[src/rtl/cpu_types_pkg.sv]
// rtl/cpu_types_pkg.sv - shared CPU types for the pipeline front end
// Purpose: common word type and the fetch-stage state encoding.
// Contents: word_t (32-bit instruction/data word), fetch_state_t (FETCH, BUFFERED, HALTED).
package cpu_types_pkg;

  localparam int WORD_W = 32;

  typedef logic [WORD_W-1:0] word_t;

  typedef enum logic [1:0] {
    FETCH    = 2'd0,
    BUFFERED = 2'd1,
    HALTED   = 2'd2
  } fetch_state_t;

endpackage

[src/rtl/if_id_reg.sv]
// rtl/if_id_reg.sv - IF/ID pipeline register with load, bubble and hold controls
// Purpose: holds the fetched instruction and its PC+4 for the decode stage.
// Ports: CLK, nRST (async, active-low); load/bubble controls (bubble wins, neither = hold);
//        instr_in/pc4_in data in; valid/instr/pc4 register contents out.
module if_id_reg
  import cpu_types_pkg::*;
#(
  parameter word_t NOP_INSTR = 32'h00000000,
  parameter int    PC_WIDTH  = 32
) (
  input  logic                CLK,
  input  logic                nRST,
  input  logic                load,
  input  logic                bubble,
  input  word_t               instr_in,
  input  logic [PC_WIDTH-1:0] pc4_in,
  output logic                valid,
  output word_t               instr,
  output logic [PC_WIDTH-1:0] pc4
);

  // A bubble leaves the register in exactly its reset image so decode
  // cannot tell a squashed slot from a post-reset slot.
  always_ff @(posedge CLK, negedge nRST) begin
    if (!nRST) begin
      valid <= 1'b0;
      instr <= NOP_INSTR;
      pc4   <= '0;
    end else if (bubble) begin
      valid <= 1'b0;
      instr <= NOP_INSTR;
      pc4   <= '0;
    end else if (load) begin
      valid <= 1'b1;
      instr <= instr_in;
      pc4   <= pc4_in;
    end
  end

endmodule

[src/rtl/fetch_stage.sv]
// rtl/fetch_stage.sv - instruction fetch stage: FSM, PC enable and IF/ID register
// Purpose: issues instruction reads at pc_in, fills IF/ID, and honours halt/flush/stall.
// Ports: CLK, nRST (async, active-low); pc_in, pc_plus_4_in from the PC;
//        iREN/iaddr/ihit/iload to instruction memory; stall, flush, halt_in controls;
//        pc_en to the PC; ifid_valid/ifid_instr/ifid_pc4 IF/ID contents.
// Config: define FETCH_SKID_BUFFER_EN to add a one-entry skid buffer that keeps a word
//         arriving during a stall instead of re-fetching it.
module fetch_stage
  import cpu_types_pkg::*;
#(
  parameter word_t NOP_INSTR = 32'h00000000,
  parameter int    PC_WIDTH  = 32
) (
  input  logic                CLK,
  input  logic                nRST,
  input  logic [PC_WIDTH-1:0] pc_in,
  input  logic [PC_WIDTH-1:0] pc_plus_4_in,
  output logic                iREN,
  output logic [PC_WIDTH-1:0] iaddr,
  input  logic                ihit,
  input  word_t               iload,
  input  logic                stall,
  input  logic                flush,
  input  logic                halt_in,
  output logic                pc_en,
  output logic                ifid_valid,
  output word_t               ifid_instr,
  output logic [PC_WIDTH-1:0] ifid_pc4
);

  fetch_state_t        state, next_state;
  logic                iren_c, pc_en_c;
  logic                ifid_load, ifid_bubble;
  word_t               ld_instr;
  logic [PC_WIDTH-1:0] ld_pc4;

`ifdef FETCH_SKID_BUFFER_EN
  // The buffer is full exactly while in BUFFERED, so no separate valid bit.
  logic                buf_capture, from_buf;
  word_t               buf_instr;
  logic [PC_WIDTH-1:0] buf_pc4;

  always_ff @(posedge CLK, negedge nRST) begin
    if (!nRST) begin
      buf_instr <= NOP_INSTR;
      buf_pc4   <= '0;
    end else if (buf_capture) begin
      buf_instr <= iload;
      buf_pc4   <= pc_plus_4_in;
    end
  end
`endif

  always_ff @(posedge CLK, negedge nRST) begin
    if (!nRST) state <= FETCH;
    else       state <= next_state;
  end

  always_comb begin
    next_state = state;
    case (state)
      FETCH: begin
        if (halt_in)             next_state = HALTED;
        else if (flush)          next_state = FETCH;
`ifdef FETCH_SKID_BUFFER_EN
        else if (stall && ihit)  next_state = BUFFERED;
`endif
        else                     next_state = FETCH;
      end
      BUFFERED: begin
        if (halt_in)             next_state = HALTED;
        else if (flush || !stall) next_state = FETCH;
        else                     next_state = BUFFERED;
      end
      HALTED:  next_state = HALTED;
      default: next_state = FETCH;
    endcase
  end

  always_comb begin
    iren_c      = 1'b0;
    pc_en_c     = 1'b0;
    ifid_load   = 1'b0;
    ifid_bubble = 1'b0;
`ifdef FETCH_SKID_BUFFER_EN
    buf_capture = 1'b0;
    from_buf    = 1'b0;
`endif
    case (state)
      FETCH: begin
        iren_c = 1'b1;
        if (halt_in) begin
          ifid_bubble = 1'b1;
        end else if (flush) begin
          pc_en_c     = 1'b1;
          ifid_bubble = 1'b1;
        end else if (stall) begin
          // Without the buffer a word arriving now is dropped and the same PC re-fetched.
`ifdef FETCH_SKID_BUFFER_EN
          if (ihit) begin
            pc_en_c     = 1'b1;
            buf_capture = 1'b1;
          end
`endif
        end else if (ihit) begin
          pc_en_c   = 1'b1;
          ifid_load = 1'b1;
        end else begin
          ifid_bubble = 1'b1;
        end
      end
      BUFFERED: begin
        if (halt_in) begin
          ifid_bubble = 1'b1;
        end else if (flush) begin
          pc_en_c     = 1'b1;
          ifid_bubble = 1'b1;
        end else if (!stall) begin
          ifid_load = 1'b1;
`ifdef FETCH_SKID_BUFFER_EN
          from_buf  = 1'b1;
`endif
        end
      end
      default: ifid_bubble = 1'b1;
    endcase
  end

  always_comb begin
    ld_instr = iload;
    ld_pc4   = pc_plus_4_in;
`ifdef FETCH_SKID_BUFFER_EN
    if (from_buf) begin
      ld_instr = buf_instr;
      ld_pc4   = buf_pc4;
    end
`endif
  end

  // Gated by nRST so no request or PC step is visible while reset is held.
  assign iREN  = iren_c & nRST;
  assign pc_en = pc_en_c & nRST;
  assign iaddr = pc_in;

  if_id_reg #(
    .NOP_INSTR (NOP_INSTR),
    .PC_WIDTH  (PC_WIDTH)
  ) u_if_id (
    .CLK      (CLK),
    .nRST     (nRST),
    .load     (ifid_load),
    .bubble   (ifid_bubble),
    .instr_in (ld_instr),
    .pc4_in   (ld_pc4),
    .valid    (ifid_valid),
    .instr    (ifid_instr),
    .pc4      (ifid_pc4)
  );

endmodule

[config.mk]
export PLATFORM = sky130hd
export DESIGN_NAME = fetch_stage
export DESIGN_NICKNAME = d
export VERILOG_FILES = /design/src/rtl/cpu_types_pkg.sv /design/src/rtl/if_id_reg.sv /design/src/rtl/fetch_stage.sv
export SDC_FILE = /design/constraint.sdc
export NUM_CORES = 1
export LEC_CHECK = 0
export CORE_ASPECT_RATIO = 1.2
export CORE_UTILIZATION = 40
export CTS_BUF_LIST = sky130_fd_sc_hd__clkbuf_16
export DETAILED_ROUTE_END_ITERATION = 16
export PLACE_DENSITY = 0.88
export SLEW_MARGIN = 30
export SYNTH_ARGS = -nofsm -noshare
export SYNTH_HDL_FRONTEND = slang
export SYNTH_SLANG_ARGS = --single-unit
[constraint.sdc]
create_clock -name CLK -period 4.7 [get_ports CLK]
set_clock_uncertainty 0.2 [all_clocks]
set_input_delay 0.705 -clock CLK [delete_from_list [all_inputs] [get_ports CLK]]
set_output_delay 0.705 -clock CLK [all_outputs]
set_load 0.1 [all_outputs]
# After elaboration in Yosys (flattened, before gate mapping)
# Cells that the tools add are included.
dict set report word_totals {
  register_bits 67
  latchBits 0
  ramBits 0
  rom_bits 0
  inputBits 102
  output_inout_bits 99
  word_cells 42
  n_memories 0
}
dict set report op_classes {
  n_addsub 0
  multipliers 0
  n_div 0
  order_cmp 0
  n_eq_ne 2
  shift 0
  muxes 30
  n_bitwise 2
  reduce_logical 4
}
# operator count
set ops {}
lappend ops {{32-bit two-way mux} 4}
lappend ops {{1-bit two-way mux} 20}
lappend ops {{1-bit one-hot mux with 2 select lines} 3}
lappend ops {{2-bit one-hot mux with 3 select lines} 1}
lappend ops {{2-bit two-way mux} 2}
lappend ops {{1-bit AND} 2}
lappend ops {{2-bit by 1-bit == test with 1-bit output (second input constant)} 1}
lappend ops {{2-bit == test (second input constant)} 1}
lappend ops {{2-bit zero test} 1}
lappend ops {{2-bit nonzero test} 1}
lappend ops {{1-bit zero test} 1}
lappend ops {{1-bit logical OR} 1}

# Longest topological paths before layout
dict set report logic_depth {
  word_depth 7
  mapped_depth 4
  mapped_depth_nobuf 2
}

# By module
# From an unflattened synthesis, not the netlist that was laid out.
dict set report hier_totals {
  cells_unflattened 254
  area_unflattened_um2 3010.4
}
# mod instances cells_each area_per_inst_um2 seq_area_each_um2
set by_module_without_submodules {}
lappend by_module_without_submodules {if_id_reg 1 209 2636.3 1626.6}
lappend by_module_without_submodules {fetch_stage 1 45 374.1 50.0}

# Worst setup path after synthesis
# Ideal clock, no wire load.
dict set report synth_path {
  path_type {input -> output}
  start {in nRST}
  end {out iREN}
  arrival_time_ns 2.887
  required_ns 3.795
  setup_slack_ns 0.908
  cell_stages 1
  path_buffers 0
  cell_sequence {nor3b_1}
}
dict set report synth_between {
  elab_chain_cells 1
}
# item line
set synth_rtl {}
lappend synth_rtl {{start: declaration} fetch_stage.sv:15} ;# input logic nRST,
lappend synth_rtl {{1-bit AND} fetch_stage.sv:141} ;# assign iREN = iren_c & nRST;
lappend synth_rtl {{end: declaration} fetch_stage.sv:18} ;# output logic iREN,
# Every way passes these cells.

# Worst setup path in the final report
dict set report layout_path {
  start {in ihit}
  end {out pc_en}
}
dict set report layout_between {
  elab_chain_cells 6
}
# item line
set layout_rtl {}
lappend layout_rtl {{start: declaration} fetch_stage.sv:20} ;# input logic ihit,
lappend layout_rtl {{1-bit two-way mux} fetch_stage.sv:105} ;# end else if (ihit) begin
lappend layout_rtl {{1-bit two-way mux} fetch_stage.sv:97} ;# end else if (stall) begin
lappend layout_rtl {{1-bit two-way mux} fetch_stage.sv:94} ;# end else if (flush) begin
lappend layout_rtl {{1-bit two-way mux} fetch_stage.sv:92} ;# if (halt_in) begin
lappend layout_rtl {{1-bit one-hot mux with 2 select lines} fetch_stage.sv:89} ;# case (state)
lappend layout_rtl {{1-bit AND} fetch_stage.sv:142} ;# assign pc_en = pc_en_c & nRST;
lappend layout_rtl {{end: declaration} fetch_stage.sv:25} ;# output logic pc_en,
# Every way passes these cells.

==> results.cfg <==
[drt]
post_drt_wl_per_cell_um = 14.78
drt-total-wl_mm = 7.629
drt_iter0_markers = 142
ant_nets = 0
drc_errors = 36
num_vias = 2511
drt_first_pass_iters = 10
avgViaCountPerCell = 4.866

[timing]
fmax_mhz = 353.4
slew_headroom = 0.3293
slew_viol_final = 0
worstMarginPinSlew_ns = 1.003
hold_viol_final = 0
fin_crit_sh = 0.6021
period_needed_ns = 2.830
fin_tns_setup_ns = 0
setup_violations = 0
rsz0062_at_grt = no

[cells_and_area]
syn2layout_area_growth_pct = 41.29
fin_nets = 522
diodes = 0
fin_cells = 516
final_common_cell = clkdlybuf4s50_1
final_cell_mix = clkdlybuf4s50_1 (133), inv_1 (131), dfrtp_1 (67)
nFillCells = 675
drive_above_1_share = 0.05189

[worst_hold_path]
hold_start = u_if_id.instr[20]
hold_depth = 2
min_to = u_if_id.instr[20]
hold_path.class = flop to flop

[power]
p_leak_nw = 1.978
combPwrFrac = 0.075
irDropWorstVdd_mv = 0.1538
netSwitchingFraction = 0.2069
seq_power_share = 0.469
p_clk_frac = 0.456
p_sw_mw = 0.2549
intPower_mw = 0.9772
p_per_area_nw_per_um2 = 270.3

[synthesis]
synth_top_cell_area_share = 0.5196
synth_adder_area_share = 0
synth_area_leaders = dfrtp_1 (52%), o32ai_1 (17%), inv_1 (15%)
synth_top_area_cell = dfrtp_1
ys_ff_latch = 67
synthesis.nets = 426
syn_inst = 324
synth_top_family_by_area = buffers and inverters
ys_seq_area_frac = 0.5196
syn_area_um2 = 3227
synth_compound_area_frac = 0.1869
synth_area_per_cell_um2 = 9.959
yosysWarnings = 0
synthSimpleGateAreaFrac = 0.01590
synth_xor_area_frac = 0
synth_cell_types = 17
synthMuxAreaShare = 0

[floorplanning]
coreArea_um2 = 7751
dieArea_um2 = 8432
die_w_um = 83.99
initial_core_util = 0.4163
dieHeight_um = 100.4
rows = 35
io_pins = 201

[cts]
cts_hold_buf = 0
path_clk_slew_ns = 0.05
cts-root-buf = clkbuf_16
worstSkewPairLatency_ns = 0.32
cts_num_sinks = 67
cts_max_level = 3
cts_resized = 0
cts_buffer_depth = 2
cts_made_buffers = 9
cts_tree = done
post_cts_buffers = 0

[outcome]
status = finished, violations left
violations = design-rule violations

[global_route]
gr-max-usage-layer = met2
grt_pass1_wl_mm = 12.36
grt_usage = 0.1861
met1_usage = 0.2011
use_met2 = 0.3146
grt_max_degree = 68
use_met3 = 0.06003
grt_pass1_vias = 2609
antenna_found_initial = 1
overflow = 0

[critical_path]
crit_start = ihit
r2r-end = u_if_id.instr[4]
slowest_delay_ns = 0.53
crit_chain = clkdlybuf4s50_1 -> nor3b_1 -> o211a_1 -> buf_4
crit_path_end_kind = primary output
rr_worst_depth = 3
cpLargestDelayFamily = buffers and inverters
worst-path-buf-inv = 2
crit_fanout = 2
timing.rr.start = state[0]
crit_type = input pin to primary output
start_kind = input pin
r2r_setup_slack_ns = 2.54
arrival_ns = 1.92
critical-path-slowest-cell = clkdlybuf4s50_1
crit_required_ns = 3.80

[place]
port_buffers = 136
hpwlAfterDp_mm = 5.101
place_congestion = 0.6908
dpl.cell_count = 501

[run]
cap_violations = 0
-- registers in the layout, indices dropped and copies added (netlist names) --
name and flops:
state 2, u_if_id.instr 32, u_if_id.pc4 32, u_if_id.valid 1
-- metrics by stage --
step | worst slack [ns] | utilization | power (mW) | cell area [um^2] | hold WS, ns
2_1_floorplan | 0.9077 | - | 0.7345 | 3227 | 0.2094
3_3_place_gp | 1.872 | 0.5558 | 0.6790 | 4308 | 0.2960
3_5_place_dp | 1.791 | 0.5558 | 0.6806 | 4308 | 0.3063
4_1_cts | 1.874 | 0.5882 | 1.249 | 4559 | 0.3195
5_1_grt | 1.781 | 0.5882 | 1.286 | 4559 | 0.3420
6_report | 1.870 | 0.5882 | 1.232 | 4559 | 0.3158
-- Yosys cell counts --
library cell and instances:
a21oi_1 2, buf_1 4, buf_2 2, buf_4 32, buf_6 12, clkbuf_1 3
dfrtp_1 67, inv_1 129, nand2_1 1, nor2_1 2, nor3b_1 2, o211a_1 1
o21bai_1 1, o32ai_1 62, o32ai_2 2, or3_4 1, or4b_4 1
-- logic make-up (layout without fill, tap and decap cells) --
logic type	Yosys count	count (layout)
and+or+nand+nor	7	7
DFF	67	67
buffers and inverters	182	282
AOI/OAI and AO/OA	68	68
-- worst max path at each step --
stage	cells past startpoint	to	slack [ns]
2_1_floorplan	1	iREN	0.91
3_3_place_gp	4	u_if_id.instr[26]	1.87
3_5_place_dp	4	u_if_id.pc4[30]	1.79
4_1_cts	4	pc_en	1.87
5_1_grt	4	pc_en	1.78
6_report	4	pc_en	1.87
-- tightest hold or removal path: cells and delay by family, from the launching register on --
kind                   cells  cell delay, ns
AOI/OAI and AO/OA          1            0.09
buffers and inverters      1            0.04
DFF                        1            0.33
-- routing by layer --
layer | up-vias | share of wire
met5 | - | 0.0014
met2 | 120 | 0.49
met4 | 2 | 0.038
li1 | 1195 | -
met1 | 1160 | 0.39
met3 | 34 | 0.083
-- area by class of cell --
type | count | area [um^2] | share of cell area
inverters | 129 | 484.2 | 0.1062
clock buffers | 9 | 225.2 | 0.04940
multi-input cells | 75 | 665.6 | 0.1460
well taps | 92 | 115.1 | 0.02525
flip-flops and latches | 67 | 1677 | 0.3677
repair buffers | 138 | 1366 | 0.2997
clock inverters | 6 | 26.28 | 0.005763
-- power by group through the flow --
stage / Clock (mW) / Sequential, mW / Combinational, mW
2_1_floorplan: 0 / 0.588 / 0.147
3_3_place_gp: 0 / 0.587 / 0.0916
3_5_place_dp: 0 / 0.587 / 0.0933
4_1_cts: 0.577 / 0.577 / 0.0938
5_1_grt: 0.607 / 0.577 / 0.102
6_report: 0.562 / 0.578 / 0.0921
Note: power is estimated with default switching activity, not from simulation.
